<file path="config.mk">
export PLATFORM = sky130hd
export DESIGN_NAME = period_wave_generator
export DESIGN_NICKNAME = d
export VERILOG_FILES = /design/src/rtl/pwg_pkg.sv /design/src/rtl/persist_filter.sv /design/src/rtl/period_wave_generator.sv
export SDC_FILE = /design/constraint.sdc
export NUM_CORES = 1
export LEC_CHECK = 0
export CAP_MARGIN = 20
export CORE_UTILIZATION = 50
export CTS_CLUSTER_SIZE = 28
export DETAILED_ROUTE_END_ITERATION = 8
export PLACE_DENSITY = 0.73
export REMOVE_ABC_BUFFERS = 1
export SLEW_MARGIN = 10
export SYNTH_ARGS = -nofsm -noshare
export SYNTH_HDL_FRONTEND = slang
export SYNTH_SLANG_ARGS = --single-unit
</file>
<file path="constraint.sdc">
create_clock -name clk_ex -period 3.1 [get_ports clk_ex]
set_input_delay 0.31 -clock clk_ex [delete_from_list [all_inputs] [get_ports clk_ex]]
set_output_delay 0.31 -clock clk_ex [all_outputs]
set_load 0.005 [all_outputs]
</file>
<file path="src/rtl/pwg_pkg.sv">
// Shared types and helpers for the period wave generator.
// The FSM state encoding is visible on the block's state output.
package pwg_pkg;

   localparam int PW_DEF = 8;

   typedef enum logic [1:0] {
      IDLE  = 2'd0,
      RUN   = 2'd1,
      FAULT = 2'd2
   } state_t;

   // Computed with one spare bit so that P = all-ones rounds up without wrapping.
   function automatic logic [31:0] half_up(input logic [31:0] p);
      logic [32:0] s;
      s = {1'b0, p} + 33'd1;
      return s[32:1];
   endfunction

endpackage

</file>
<file path="src/rtl/persist_filter.sv">
// Counts consecutive cycles of i_lvl, saturating at N.
// o_hit is a lookahead: it is high on the cycle where the count reaches N at this edge.
module persist_filter #(
   parameter int N = 3
) (
   input  logic i_clk,
   input  logic i_rst,
   input  logic i_clr,
   input  logic i_lvl,
   output logic o_hit
);

   localparam int CW = $clog2(N + 1);

   logic [CW-1:0] r_cnt;

   always_ff @(posedge i_clk) begin
      if (i_rst || i_clr || !i_lvl)
         r_cnt <= '0;
      else if (r_cnt != CW'(N))
         r_cnt <= r_cnt + CW'(1);
   end

   // The level seen at this edge completes the run, so the FSM can react on the same edge.
   assign o_hit = i_lvl && (r_cnt >= CW'(N - 1));

endmodule

</file>
<file path="src/rtl/period_wave_generator.sv">
// Square-wave generator on clk_ex with a period taken from the clock monitor.
// The output is forced low while the monitor reports the clock as failing.
module period_wave_generator
   import pwg_pkg::*;
#(
   parameter int PW        = PW_DEF,
   parameter int FAIL_FILT = 3,
   parameter int RECOV_CYC = 8
) (
   input  logic          clk_ex,
   input  logic          rst,
   input  logic          enable,
   input  logic [PW-1:0] period_in,
   input  logic          fail_in,
   output logic          wave_out,
   output logic          period_tick,
   output logic [PW-1:0] active_period,
   output logic          fault,
   output logic [1:0]    state_o
);

   state_t        r_state, w_state_nxt;
   logic [PW-1:0] r_cnt, w_cnt_nxt;
   logic [PW-1:0] r_ap, w_ap_nxt;
   logic [PW-1:0] r_hi, w_hi_nxt;
   logic          w_fail_hit, w_recov_hit, w_last;
   logic [PW-1:0] w_hi_in;

   persist_filter #(.N(FAIL_FILT)) u_fail_filt (
      .i_clk (clk_ex),
      .i_rst (rst),
      .i_clr (1'b0),
      .i_lvl (fail_in),
      .o_hit (w_fail_hit)
   );

   // Recovery only counts while in FAULT, so it starts fresh on each entry.
   persist_filter #(.N(RECOV_CYC)) u_recov_filt (
      .i_clk (clk_ex),
      .i_rst (rst),
      .i_clr (r_state != FAULT),
      .i_lvl (~fail_in),
      .o_hit (w_recov_hit)
   );

   assign w_hi_in = PW'(half_up(32'(period_in)));
   assign w_last  = (r_cnt == r_ap - PW'(1));

   always_comb begin
      w_state_nxt = r_state;
      w_cnt_nxt   = r_cnt;
      w_ap_nxt    = r_ap;
      w_hi_nxt    = r_hi;
      if (w_fail_hit) begin
         w_state_nxt = FAULT;
         w_cnt_nxt   = '0;
      end else begin
         case (r_state)
            FAULT: begin
               if (w_recov_hit)
                  w_state_nxt = IDLE;
            end
            IDLE: begin
               if (enable && (period_in != '0)) begin
                  w_state_nxt = RUN;
                  w_ap_nxt    = period_in;
                  w_hi_nxt    = w_hi_in;
                  w_cnt_nxt   = '0;
               end
            end
            RUN: begin
               if (!enable || (r_ap == '0)) begin
                  w_state_nxt = IDLE;
                  w_cnt_nxt   = '0;
               end else if (w_last) begin
                  // New period is only adopted at the wrap, so no period is ever torn.
                  w_cnt_nxt = '0;
                  if (period_in != '0) begin
                     w_ap_nxt = period_in;
                     w_hi_nxt = w_hi_in;
                  end else begin
                     w_state_nxt = IDLE;
                  end
               end else begin
                  w_cnt_nxt = r_cnt + PW'(1);
               end
            end
            default: begin
               w_state_nxt = IDLE;
               w_cnt_nxt   = '0;
            end
         endcase
      end
   end

   always_ff @(posedge clk_ex) begin
      if (rst) begin
         r_state <= IDLE;
         r_cnt   <= '0;
         r_ap    <= '0;
         r_hi    <= '0;
      end else begin
         r_state <= w_state_nxt;
         r_cnt   <= w_cnt_nxt;
         r_ap    <= w_ap_nxt;
         r_hi    <= w_hi_nxt;
      end
   end

   assign wave_out      = (r_state == RUN) && (r_cnt < r_hi);
   assign period_tick   = (r_state == RUN) && w_last;
   assign active_period = r_ap;
   assign fault         = (r_state == FAULT);
   assign state_o       = r_state;

endmodule

</file>
; ---- After elaboration in Yosys (flattened, before gate mapping)
; Index checks and enable logic that the tools add are counted.
[op_classes]
n_eq_ne = 17
addsub = 5
n_lt_le_gt_ge = 3
mul = 0
shift = 0
div_mod_pow = 0
bitwise = 3
muxes = 21
reduce_logical = 20
[ops]
columns = op, count
row1 = 8-bit two-way mux, 11
row2 = 8-bit case mux with 2 select lines, 2
row3 = 8-bit case mux with 3 select lines, 1
row4 = 2-bit two-way mux, 6
row5 = 2-bit != test (second input constant), 6
row6 = 8-bit by 1-bit adder with 9-bit output (second input constant), 1
row7 = 8-bit by 1-bit adder with 8-bit output (second input constant), 1
row8 = 8-bit equality test, 1
row9 = 8-bit logical NOT, 1
row10 = 8-bit < comparator, 1
row11 = 4-bit by 3-bit != test with 1-bit output (second input constant), 2
row12 = 4-bit AND reduction, 2
row13 = 8-bit nonzero test, 1
row14 = 8-bit by 1-bit subtractor with 8-bit output (second input constant), 1
row15 = 3-bit != test (second input constant), 2
row16 = 2-bit case mux with 3 select lines, 1
row17 = 6-bit AND reduction, 1
row18 = 1-bit logical AND, 5
row19 = 4-bit by 1-bit adder with 4-bit output (second input constant), 1
row20 = 4-bit by 3-bit >= comparator with 1-bit output (second input constant), 1
row21 = 1-bit logical OR, 4
row22 = 4-bit != test (second input constant), 1
row23 = 3-bit by 1-bit != test with 1-bit output (second input constant), 1
row24 = 3-bit by 2-bit != test with 1-bit output (second input constant), 1
row25 = 11 further kinds, 14
[word_totals]
wordCells = 76
output_inout_bits = 13
regBits = 32
input_bits = 12
romBits = 0
ram_bits = 0
n_memories = 0
latchBits = 0

; ---- Depth between registers and ports, before layout
[logic_depth]
word_depth = 6
depth_mapped = 11
ltp_nobuf = 9

; ---- By module
; Synthesis repeated with hierarchy kept, for this count alone.
[hier_totals]
cells_unflattened = 255
hier_area_um2 = 2208.4
[by_module_without_submodules]
columns = module, cells_per_inst, n_inst, seq_area_each_um2, area_each_um2
row1 = period_wave_generator, 223, 1, 520.5, 1901.8
row2 = persist_filter at u_recov_filt, 23, 1, 80.1, 212.7
row3 = persist_filter at u_fail_filt, 9, 1, 40.0, 93.8

; ---- Least setup slack after synthesis
; No wires, ideal clock.
[synth_path]
path_kind = register to register
start = register r_ap[0] (netlist: active_period[0])
end = register r_hi[7]
path_stages_with_launch = 11
path_buffers = 1
synth_period_minus_slack_ns = 2.287
t_required_ns = 3.030
path_slack_ns = 0.813
arrival_time_ns = 2.217
path_cell_list = dfxtp_1 inv_1 ha_1 clkbuf_2 xor2_1 nor2_1 a21oi_1 a2111oi_4 a31oi_2 or3_1 a21oi_1
[synth_between]
elab_chain_cells = 4
elab_cells_between_ends = 7
classes_between = 1 x add/sub / 3 x eq/ne / 3 x reduce/logical
[synth_rtl]
columns = element, line_no
row1 = "start, declared", period_wave_generator.sv:24  ; logic [PW-1:0] r_ap, w_ap_nxt;
row2 = "start signal, assigned", period_wave_generator.sv:105  ; r_ap <= w_ap_nxt;
row3 = 8-bit by 1-bit subtractor with 8-bit output or 8-bit logical NOT (tied branches), "period_wave_generator.sv:47, period_wave_generator.sv:72"
row4 = 8-bit equality test or 1-bit logical OR (tied branches), "period_wave_generator.sv:47, period_wave_generator.sv:72"
row5 = 2-bit != test (no source line), --
row6 = 6-bit AND reduction (no source line) (*), --
row7 = "end signal, assigned", period_wave_generator.sv:106  ; r_hi <= w_hi_nxt;
row8 = "end, declared", period_wave_generator.sv:25  ; logic [PW-1:0] r_hi, w_hi_nxt;
; Mark *: on every way between the ends. The rest lies on a longest branch, timed or not.
; A chain may end at the register's enable or synchronous reset.

; ---- Worst setup path in the final report
[layout_path]
start = register r_ap[0] (netlist: active_period[0])
end = output period_tick
[layout_between]
elab_chain_cells = 3
[layout_rtl]
columns = element, line_no
row1 = 8-bit by 1-bit subtractor with 8-bit output, period_wave_generator.sv:47  ; assign w_last = (r_cnt == r_ap - PW'(1));
row2 = 8-bit equality test, period_wave_generator.sv:47
row3 = 1-bit logical AND, period_wave_generator.sv:111  ; assign period_tick = (r_state == RUN) && w_last;
row4 = "end, declared", period_wave_generator.sv:16  ; output logic period_tick,
; Every way passes these cells.

==> results.sh <==
export IMPL_grt_pass1_wl_microns=7420
export IMPL_antenna_found_initial=0
export IMPL_cp_arrival_ns=2.59
export IMPL_ys_seq_elements=32
export IMPL_synth_top_area_share_pct=31.7
export IMPL_drv_slew=0
export IMPL_place_area_sq_mm=0.00230
export IMPL_dp_cells=304
export IMPL_startpoint_type="flip-flop"
export IMPL_core_sq_mm=0.00377
export IMPL_crit_type="reg2out"
export IMPL_period_needed_ns=2.90
export IMPL_die_w_microns=65.6
export IMPL_finalHoldViolCount=0
export IMPL_via_per_inst=5.41
export IMPL_drc=0
export IMPL_num_rows=22
export IMPL_clock_sinks=32
export IMPL_setup_tns_ns=0
export IMPL_endpoint_kind="output pin"
export IMPL_syn_inst=235
export IMPL_htree_levels=2
export IMPL_path_clk_slew_ns=0.06
export IMPL_syn_area_per_cell_sq_um=8.59
export IMPL_yosysTopAreaCell="dfxtp_1"
export IMPL_drive_gt1_share_pct=9.43
export IMPL_synth_main_ff_cell="dfxtp_1"
export IMPL_ys_seq_area_share_pct=31.7
export IMPL_die_h_microns=65.6
export IMPL_path_max_fanout=8
export IMPL_skew_ns=0.00366
export IMPL_max_freq_mhz=345
export IMPL_yosysWarningCount=0
export IMPL_synth_area_leaders="dfxtp_1 (32%), ha_1 (9.9%), nor2_1 (6.3%)"
export IMPL_async_reset_ff_share_pct=0
export IMPL_max_cap_violations=0
export IMPL_fin_crit_sh_pct=93.5
export IMPL_rsz0062_at_grt="no"
export IMPL_drt_iter0_drc=75
export IMPL_fin_cells=313
export IMPL_io_buffers=24
export IMPL_crit_required_ns=2.79
export IMPL_grt_total_usage_pct=23.1
export IMPL_n_antenna_cell=0
export IMPL_initial_core_util_pct=53.6
export IMPL_grt_pass1_vias=1580
export IMPL_worstSkewPairLatency_ns=0.28
export IMPL_peakVddDrop_v=0.000346
export IMPL_pwr_density_cell_mw_per_mm2=436
export IMPL_grt_max_degree=21
export IMPL_wire_per_inst_microns=14.3
export IMPL_synth_edff_count=0
export IMPL_io_pins=25
export IMPL_cts_inserted_buffers=5
export IMPL_setup_viol=0
export IMPL_cts_hold_buffers=0
export IMPL_vias=1694
export IMPL_grt_ovfl_total=0
export IMPL_dp_hpwl_microns=3320
export IMPL_slew_limit_headroom_pct=58.3
export IMPL_status="finished, final reports clean"
export IMPL_ys_top_cells_by_count="nor2_1 (34), dfxtp_1 (32), inv_1 (18)"
export IMPL_hold_class="reg2reg"
export IMPL_syn_area_sq_mm=0.00202
export IMPL_gp_congestion=0.917
export IMPL_cts_tree="built"
export IMPL_worstMarginPinSlew_ns=0.624
export IMPL_stdcell_area_sq_mm=0.00242
export IMPL_synth_cell_types=44
export IMPL_seq_area_sq_um=643
export IMPL_wl_microns=4470
export IMPL_cts_buffer_depth=2
export IMPL_multiInputGateArea_sq_mm=0.00127
export IMPL_leakage_nw=1.01
export IMPL_syn_to_final_growth_pct=19.8
export IMPL_cts_root_buffer="clkbuf_8"
export IMPL_die_area_sq_mm=0.00430
export IMPL_p_total_mw=1.05
export IMPL_layout_setup_ws_ns=0.203
export IMPL_fillerInstances=313
export IMPL_fin_nets=293
export IMPL_ant_nets=0
export IMPL_first_pass_iters=4
export IMPL_yosysMostFrequentCell="nor2_1"
export IMPL_pre_cts_ws_ns=0.340
## where the power goes
part           internal (mW)  switching (mW)  leakage, nW  total [mW]
Combinational          0.122           0.126        0.697       0.247
Clock                  0.198           0.149       0.0503       0.347
Sequential             0.434          0.0263        0.262       0.461
## per-layer routing
layer	track usage (%)	part of all wire (%)
met1	29.9	49
met2	37.2	46
met3	5.03	3.4
met4	8.70	1.3
met5	0	0
## state kept, by name, indices dropped and copies added, names as in the netlist
| name | cells |
|---|---|
| active_period | 8 |
| u_recov_filt.r_cnt | 4 |
| state_o | 2 |
| u_fail_filt.r_cnt | 2 |
| r_hi | 8 |
| r_cnt | 8 |
## worst paths after layout
| path | from | to | slack, ns | cells past startpoint |
|---|---|---|---|---|
| max | active_period[0]$_SDFFE_PP0P_ | period_tick | 0.20 | 9 |
| min | state_o[1]$_SDFFE_PP0P_ | state_o[0]$_SDFFE_PP0P_ | 0.46 | 1 |
| max reg2reg | active_period[0]$_SDFFE_PP0P_ | r_hi[7]$_SDFFE_PP0P_ | 0.53 | 11 |
| min reg2reg | state_o[1]$_SDFFE_PP0P_ | state_o[0]$_SDFFE_PP0P_ | 0.46 | 1 |
## critical path: stages (launching register included)
cell and delay, ns:
dfxtp_2 0.36, inv_1 0.09, ha_2 0.27, nand2_1 0.07
mux2i_1 0.15, a21oi_1 0.12, a2111oi_4 0.46, nand2_1 0.14
nor2_1 0.13, clkdlybuf4s50_1 0.51
## logic make-up after synthesis
family	synth area share, %
AO/OA/AOI/OAI	16.4
XOR/XNOR	9.91
adder cells (fa/ha/maj)	9.91
buffers and inverters	5.64
flip-flops	31.7
multiplexers	6.01
AND/OR/NAND/NOR	20.4
## layout by cell type (no fill, tap or decap), drive strengths merged, types with 7 or more instances in the layout
cell,n
nand3,11
a211oi,10
a21oi,11
mux2i,11
xnor2,12
inv,18
ha,16
xor2,10
nor2,34
dfxtp,32
clkbuf,7
clkdlybuf4s50,24
nand2,13
## per-stage QoR
step	util [%]	hold WS, ns
after floorplan	-	0.379
after global placement	61.1	0.454
after detailed placement	61.1	0.458
after CTS	63.6	0.467
after global routing	64.2	0.497
final	64.2	0.462
## area by class of cell
cell class	instances	area share, %
inverters	18	2.79
multi-input cells	178	52.4
flip-flops and latches	32	26.6
repair buffers	30	11.8
well taps	48	2.48
clock buffers	7	3.98
## what timing repair did
item,CTS,global route
buffers inserted,0,2
setup endpoints to repair,0,1
gates resized for setup,0,3
endpoints found under the hold margin,0,0
Note: power is estimated with default switching activity, not from simulation.
